<file path="src/rtl/l1_pkg.sv">
// Shared types and constants for the L1 refill controller.
//   word_t         : one memory/CPU word
//   block_t        : one assembled cache block, word k at [32k+31:32k]
//   refill_state_t : refill FSM states
package l1_pkg;

  localparam int unsigned ADDR_W            = 32;
  localparam int unsigned WORD_W            = 32;
  localparam int unsigned WORDS_PER_BLOCK   = 4;
  localparam int unsigned BLOCK_OFFSET_BITS = 4;
  localparam int unsigned BLOCK_W           = WORD_W * WORDS_PER_BLOCK;
  localparam int unsigned IDX_W             = 2;

  typedef logic [WORD_W-1:0]  word_t;
  typedef logic [BLOCK_W-1:0] block_t;
  typedef logic [IDX_W-1:0]   idx_t;

  typedef enum logic [1:0] {
    IDLE,
    FETCH,
    DELIVER
  } refill_state_t;

  // Word-aligned address of word k inside the block containing base.
  function automatic logic [ADDR_W-1:0] word_addr(input logic [ADDR_W-1:0] base,
                                                  input idx_t k);
    return {base[ADDR_W-1:BLOCK_OFFSET_BITS], k, 2'b00};
  endfunction

endpackage

</file>
<file path="src/rtl/l1_refill_buffer.sv">
// Block assembly register: 4 x 32-bit slots written one word at a time.
// Ports:
//   clk, rst   : clock, async active-low reset (clears the block)
//   clear      : synchronous clear at the start of a new fill
//   wr_en      : write data into slot
//   slot, data : slot index and word to write
//   block      : assembled block
module l1_refill_buffer
  import l1_pkg::*;
(
  input  logic   clk,
  input  logic   rst,
  input  logic   clear,
  input  logic   wr_en,
  input  idx_t   slot,
  input  word_t  data,
  output block_t block
);

  // Each word lands in its natural slot regardless of fetch order.
  always_ff @(posedge clk or negedge rst) begin
    if (!rst) begin
      block <= '0;
    end else if (clear) begin
      block <= '0;
    end else if (wr_en) begin
      for (int i = 0; i < int'(WORDS_PER_BLOCK); i++) begin
        if (slot == idx_t'(i)) block[i*WORD_W +: WORD_W] <= data;
      end
    end
  end

endmodule

</file>
<file path="src/rtl/l1_refill_ctrl.sv">
// L1 miss handler: on a load miss, fetches the 128-bit block word-serially
// from main memory, assembles it and presents it to L1 with a one-cycle
// delivered pulse, stalling the CPU until the fill completes.
// Optional build macro: L1_REFILL_CRITICAL_WORD_FIRST_EN
//   defined   -> fetch starts at req_addr[3:2] and wraps
//   undefined -> fetch order is always 0,1,2,3
// Ports:
//   clk, rst             : clock, async active-low reset
//   req_valid, req_addr  : CPU load request
//   hit                  : L1 hit for the current lookup
//   stall                : combinational CPU stall
//   fill_addr            : L1 read address (req_addr when idle, latched during fill)
//   mem_req, mem_addr    : memory word read request / word-aligned address
//   mem_ack, mem_rdata   : memory word response
//   delivered, blockin   : one-cycle block-valid pulse and assembled block
module l1_refill_ctrl
  import l1_pkg::*;
(
  input  logic              clk,
  input  logic              rst,
  input  logic              req_valid,
  input  logic [ADDR_W-1:0] req_addr,
  input  logic              hit,
  output logic              stall,
  output logic [ADDR_W-1:0] fill_addr,
  output logic              mem_req,
  output logic [ADDR_W-1:0] mem_addr,
  input  logic              mem_ack,
  input  word_t             mem_rdata,
  output logic              delivered,
  output block_t            blockin
);

  refill_state_t     state, state_d;
  idx_t              k, k_d;
  idx_t              ack_cnt, ack_cnt_d;
  logic [ADDR_W-1:0] addr_q, addr_d;
  logic              mem_req_d;
  logic [ADDR_W-1:0] mem_addr_d;
  logic              delivered_d;
  logic              buf_clear;
  logic              buf_wr;
  logic              miss;
  idx_t              start_k;
  idx_t              k_inc;

  assign miss  = req_valid && !hit;
  assign k_inc = k + idx_t'(1);

`ifdef L1_REFILL_CRITICAL_WORD_FIRST_EN
  assign start_k = req_addr[BLOCK_OFFSET_BITS-1:2];
`else
  assign start_k = '0;
`endif

  // State and registered outputs.
  always_ff @(posedge clk or negedge rst) begin
    if (!rst) begin
      state     <= IDLE;
      k         <= '0;
      ack_cnt   <= '0;
      addr_q    <= '0;
      mem_req   <= 1'b0;
      mem_addr  <= '0;
      delivered <= 1'b0;
    end else begin
      state     <= state_d;
      k         <= k_d;
      ack_cnt   <= ack_cnt_d;
      addr_q    <= addr_d;
      mem_req   <= mem_req_d;
      mem_addr  <= mem_addr_d;
      delivered <= delivered_d;
    end
  end

  // Next-state and next-output logic.
  always_comb begin
    state_d     = state;
    k_d         = k;
    ack_cnt_d   = ack_cnt;
    addr_d      = addr_q;
    mem_req_d   = mem_req;
    mem_addr_d  = mem_addr;
    delivered_d = 1'b0;
    buf_clear   = 1'b0;
    buf_wr      = 1'b0;

    unique case (state)
      IDLE: begin
        if (miss) begin
          state_d    = FETCH;
          addr_d     = req_addr;
          k_d        = start_k;
          ack_cnt_d  = '0;
          mem_req_d  = 1'b1;
          mem_addr_d = word_addr(req_addr, start_k);
          buf_clear  = 1'b1;
        end
      end
      FETCH: begin
        if (mem_ack) begin
          buf_wr    = 1'b1;
          k_d       = k_inc;
          ack_cnt_d = ack_cnt + idx_t'(1);
          // Completion is counted on acks, independent of the start word.
          if (ack_cnt == idx_t'(WORDS_PER_BLOCK - 1)) begin
            state_d     = DELIVER;
            mem_req_d   = 1'b0;
            delivered_d = 1'b1;
          end else begin
            mem_addr_d = word_addr(addr_q, k_inc);
          end
        end
      end
      DELIVER: begin
        state_d = IDLE;
      end
      default: begin
        state_d = IDLE;
      end
    endcase
  end

  assign stall     = (state != IDLE) || miss;
  assign fill_addr = (state == IDLE) ? req_addr : addr_q;

  l1_refill_buffer u_buf (
    .clk   (clk),
    .rst   (rst),
    .clear (buf_clear),
    .wr_en (buf_wr),
    .slot  (k),
    .data  (mem_rdata),
    .block (blockin)
  );

endmodule

</file>
<file path="config.mk">
export PLATFORM = sky130hd
export DESIGN_NAME = l1_refill_ctrl
export DESIGN_NICKNAME = d
export VERILOG_FILES = /design/src/rtl/l1_pkg.sv /design/src/rtl/l1_refill_buffer.sv /design/src/rtl/l1_refill_ctrl.sv
export SDC_FILE = /design/constraint.sdc
export NUM_CORES = 1
export LEC_CHECK = 0
export BUFFER_PORTS_ARGS = -buffer_cell sky130_fd_sc_hd__buf_2
export CORE_MARGIN = 2
export CORE_UTILIZATION = 57
export CTS_BUF_LIST = sky130_fd_sc_hd__clkbuf_8
export CTS_CLUSTER_DIAMETER = 30
export DETAILED_ROUTE_END_ITERATION = 16
export GPL_TIMING_DRIVEN = 0
export PLACE_DENSITY_LB_ADDON = 0.12
export SYNTH_ARGS = -nofsm -noshare
export SYNTH_HDL_FRONTEND = slang
export SYNTH_SLANG_ARGS = --single-unit
</file>
<file path="constraint.sdc">
create_clock -name clk -period 3.2 [get_ports clk]
set_input_delay 0.16 -clock clk [delete_from_list [all_inputs] [get_ports clk]]
set_output_delay 0.16 -clock clk [all_outputs]
set_load 0.05 [all_outputs]
</file>
### Yosys cells after proc, flatten, opt, wreduce, memory -nomap -nowiden

Index checks and enable logic that the tools add are counted.

* output and inout bits: 195
* register bits: 200
* word-level logic and storage cells: 74
* bits of input ports: 69

* $add $sub $neg: 2
* reduce and logical (&&, ||, !) cells: 21
* muxes and demuxes: 31
* equality and inequality tests: 9

Operators by type and width (number)
* $mux 128: 2
* $mux 32: 8
* $pmux 32 s2: 1
* $reduce_bool 2->1: 7
* $mux 2: 6
* $pmux 2 s2: 3
* $mux 1: 10
* $reduce_and 2->1: 5
* $ne 2x2->1 const B: 4
* $reduce_and 4->1: 2
* $eq 2x2->1 const B: 3
* $reduce_and 3->1: 2
* $add 2x1->2 const B: 2
* $eq 2x1->1 const B: 2
* $logic_not 2->1: 2
* $pmux 1 s2: 1
* $logic_and 1x1->1: 1
* $logic_not 1->1: 1
* $logic_or 1x1->1: 1

### Longest topological paths before layout

* depth in word-level cells: 6
* depth in mapped cells: 7
* gate-level depth less buffers: 5

### By module

Synthesis repeated with hierarchy kept, for this count alone.

* cells, all modules: 761
* area, all modules: 9133.8 um^2

By module, submodules not included
* l1_refill_buffer: seq. area each 3203.1 um^2, cells an instance 454, area an instance 5688.0 um^2, times used 1
* l1_refill_ctrl: seq. area each 1751.7 um^2, cells an instance 307, area an instance 3445.8 um^2, times used 1

### Least setup slack after synthesis

Ideal clock, no wire load.

* kind: reg-to-output
* start: register state[1]
* end: output port stall
* data required time: 3040 ps
* path buffers: 2
* arrival time: 1617 ps
* cell stages (with the launch flop): 5
* slack: 1423 ps
* cells stage by stage: dfrtp_1 clkbuf_1 nor2_1 buf_2 o21ai_0

* longest elaborated chain between the ends: 2

Ends and longest elaborated chain
* start: declaration: line l1_refill_ctrl.sv:34 `refill_state_t state, state_d;`
* start signal: assignment: line l1_refill_ctrl.sv:67 `state <= state_d;`
* $reduce_bool 2->1: line l1_refill_ctrl.sv:125 `assign stall = (state != IDLE) || miss;`
* $logic_or 1x1->1: line l1_refill_ctrl.sv:125
* end: declaration: line l1_refill_ctrl.sv:24 `output logic stall,`

No other way between the ends.

### Final worst setup path

* start: register state[1]
* end: output port fill_addr[23]

* longest elaborated chain between the ends: 2

Ends and longest elaborated chain
* $logic_not 2->1: line l1_refill_ctrl.sv:126 `assign fill_addr = (state == IDLE) ? req_addr : addr_q;`
* $mux 32: line l1_refill_ctrl.sv:126
* end: declaration: line l1_refill_ctrl.sv:25 `output logic [ADDR_W-1:0] fill_addr,`

No other way between the ends.

==> results <==
- The flow ran to the end, and the final reports show no timing, DRC or antenna violations.
- The via density per instance is 5.29.
- The core region area is 15,000 um^2.
- The top-level I/O count is 264.
- The layout-stage area growth over the synthesis result is 30.0%.
- Averaged over all synthesized cells, the footprint is 9.93 um^2.
- The leakage power of the design is 5.86 nW.
- The cell count after synthesis came out at 876.
- Summed over all layers, the routed wires come to 23,800 um.
- CTS built an H-tree with a depth of 4.
- At the end of routability-driven placement, the weighted congestion stood at 0.886.
- The number of placed instances, taps included is 1,327.
- In the post-synthesis netlist, the biggest area contributors are sky130_fd_sc_hd__dfrtp_1 57%, sky130_fd_sc_hd__nand2_1 15%, sky130_fd_sc_hd__mux2_2 7.8%, sky130_fd_sc_hd__a21oi_1 7.4%, sky130_fd_sc_hd__mux2_4 5.2%.
- Data on the critical path arrives at its endpoint at 2.46 ns.
- Entering global routing, the biggest net connects 126 pins.
- The filler cells instantiated in the layout total 1,083.
- Across every metal layer, demand over resource in global routing totals 29.5%.
- The number of antenna violations at the first check in global routing was 0.
- The width of the die is 128 um.
- The number of antenna diodes in the final layout is 0.
- The setup violation total in the final timing report is 0.
- The path type of the worst setup path is register to output port.
- The number of nets with antenna violations after routing is 0.
- The largest fanout of any net on the critical path is 10.
- The final critical path time including I/O delays and setup is 2.62 ns.
- The cell taking the most area after synthesis is sky130_fd_sc_hd__dfrtp_1.
- The clock latency on the worst-skew pair is 0.47 ns.
- The path class of the tightest hold or removal check is primary input to register.
- The worst endpoint required time is 3.04 ns.
- The power per standard cell area is 1220 nW/um^2.
- In the final routing, the length of wire on met1 measures 10,300 um.
- The number of gates resized after cts is 0.
- The commonest register cell after synthesis is sky130_fd_sc_hd__dfrtp_1.
- The number of failing hold endpoints at the final stage is 0.
- The total number of placement rows is 45.
- The capturing element type of the critical path is an output port.
- The global-route wire length before repair is 37,800 um.
- The die extent in y is 128 um.
- Counting instances in the post-synthesis netlist gives the leading cell types as 353 x sky130_fd_sc_hd__nand2_1, 198 x sky130_fd_sc_hd__dfrtp_1, 129 x sky130_fd_sc_hd__a21oi_1.
- The area used by multi-input combinational logic is 3400 um^2.
- The TritonCTS clock tree is built.
- Between clock sinks in the finished design, the worst skew comes to 0.0174 ns.
- The pin slew with the least headroom to its limit is 0.640 ns.
- Yosys mapped a number of flops with a built-in enable equal to 0.
- The instance area after placement is 10,300 um^2.
- No sink is reached through more buffers than the 2 on the longest clock path.
- During synthesis, Yosys emitted a total of 0 warnings.
- Setup repair after global routing left no endpoint under its margin.
- Port buffering added 261 buffers.
- The period utilization is 81.9%.
- The floorplan step defined a die boundary enclosing 16,300 um^2.
- The final standard cell utilization of the core is 75.2%.
- The sequential cell area in the final layout is 4950 um^2.
- The number of design-rule violations left by the first detailed-router iteration is 557.
- The share of final-layout standard cells stronger than drive strength 1 is 33.3%.
- The number of global-route vias before repair came to 7,228.
- The final non-filler cell total is 1,421.
- In the synthesized netlist the async set-or-reset flop fraction comes to 100%.
- On the final layout, the worst hold slack is 0.0954 ns.
- The headroom to the max-slew limit is 57.3%.
- The starting utilization of the core area is 57.9%.
- The via count of the routed design is 7,523.
- The share of synthesized area occupied by flip-flops and latches is 56.9%.
- The highest signal layer in the routed design is met4.
- The fraction of synthesized cell area taken by the top area cell type is 56.9%.
- IR analysis of the VDD net gives a maximum drop of 0.885 mV.
- Once layout is done, the placed cells without fillers occupy 11,300 um^2.
- Synthesis instantiated 27 different standard cells from the library.
- For this design, the sink count on the clock tree is 198.
- After detailed routing, the number of remaining DRC violations is 0.
- Static timing analysis puts the maximum clock frequency at 382 MHz.
- The total overflow left after global routing is 0.
- Clock tree synthesis inserted a total of 17 buffers.
- In this run the cell area of the synthesized design comes to 8700 um^2.
- After clock tree synthesis, the clock-pin slew on the worst setup and hold paths is 0.08 ns.
- In this run the clock root is driven by a sky130_fd_sc_hd__clkbuf_8.
- The startpoint type of the worst setup path is a register.
- The count of pins over their slew limit was 0.
- Across the run, the number of max-cap violations was 0.
- After synthesis the netlist holds a flip-flop and latch count of 198.
- The first detailed-routing pass ran for 5 iterations.
- Dividing the detail-routed wire length by the instance count gives 16.7 um.
- The most frequently used cell type in the post-synthesis netlist is sky130_fd_sc_hd__nand2_1.
- For this run, the post-layout net count is 1,298.
- The amount of wire on met2 after detailed routing is 11,300 um.
- The wire length on met3 is 1470 um.
- The HPWL after detailed placement is 16,000 um.
-- flip-flops by register name, summed over array words and instances, names as in the netlist --
| name | count |
|---|---|
| u_buf.block | 128 |
| k | 2 |
| state | 2 |
| ack_cnt | 2 |
| delivered | 1 |
| addr_q | 32 |
| mem_req | 1 |
| mem_addr | 30 |
-- area by class of cell --
cell class / count / area share, %
buffer: 64 / 2.89
sequential: 198 / 43.8
multi-input combinational: 610 / 30.1
clock buffer: 18 / 2.19
inverter: 5 / 0.166
clock inverter: 11 / 1.13
timing repair buffer: 327 / 17.6
tap: 188 / 2.08
-- power breakdown --
| group | internal [mW] | total [mW] | switching, mW |
|---|---|---|---|
| registers | 3.55 | 4.17 | 0.613 |
| logic | 2.33 | 8.12 | 5.79 |
| clock network | 0.706 | 1.56 | 0.857 |
| total | 6.59 | 13.9 | 7.26 |
-- cell usage in the layout, fill, tap and decap left out, types with 5 or more instances in the layout --
master	instances
sky130_fd_sc_hd__nand2_1	353
sky130_fd_sc_hd__buf_2	284
sky130_fd_sc_hd__mux2_4	30
sky130_fd_sc_hd__clkbuf_1	35
sky130_fd_sc_hd__clkbuf_8	18
sky130_fd_sc_hd__dfrtp_1	198
sky130_fd_sc_hd__a21oi_1	129
sky130_fd_sc_hd__ha_1	6
sky130_fd_sc_hd__mux2_2	60
sky130_fd_sc_hd__dlygate4sd3_1	65
sky130_fd_sc_hd__inv_1	5
-- per-stage QoR --
step / setup WS [ns] / setup TNS [ns] / power [mW]
after global routing: 0.443 / 0 / 14.6
after detailed placement: 1.08 / 0 / 12.2
after CTS: 0.575 / 0 / 13.9
after floorplan: 1.42 / 0 / 10.4
final: 0.579 / 0 / 13.9
after global placement: -1.32 / -258.07 / 12.1
-- layer usage --
metal	GRT usage, %	vias to the layer above
li1	-	3555
met1	40.1	3618
met2	46.9	295
met3	6.53	55
met4	11.3	0
met5	0	-
-- worst max-delay path, cell delays in order, from the launching register on --
cell and delay [ns]:
sky130_fd_sc_hd__dfrtp_1 0.43, sky130_fd_sc_hd__clkbuf_1 0.20, sky130_fd_sc_hd__nor2_1 0.42, sky130_fd_sc_hd__buf_2 0.36, sky130_fd_sc_hd__mux2_2 0.38, sky130_fd_sc_hd__buf_2 0.22
-- path summary, 6_finish.rpt --
kind | startpoint | to | slack [ns] | cells after the start
min in group asynchronous | rst | u_buf.block[89] | 0.25 | 2
max in group asynchronous | rst | addr_q[29] | 1.95 | 3
worst max-delay path | state[1] | fill_addr[23] | 0.58 | 5
worst max register to register | k[0] | u_buf.block[67] | 1.20 | 7
worst min-delay path | req_valid | state[0] | 0.1 | 3
worst min register to register | mem_req | mem_req | 0.48 | 1
-- cell families (layout without fill, tap and decap cells) --
group                      Yosys count  after routing  share of synthesized area, %
adders and majority gates            6              6                         0.863
buffers and inverters               69            425                          3.97
other                                1              2                        0.0431
DFF                                198            198                          56.9
and+or+nand+nor                    375            375                          17.1
muxes                               90             90                          12.9
AOI/OAI and AO/OA                  137            137                          8.17
-- timing repair --
action,4_1_cts,5_1_grt
hold buffers,65,0
hold endpoints to repair,233,0
buffers inserted,0,0
(Power assumes the default switching activity.)
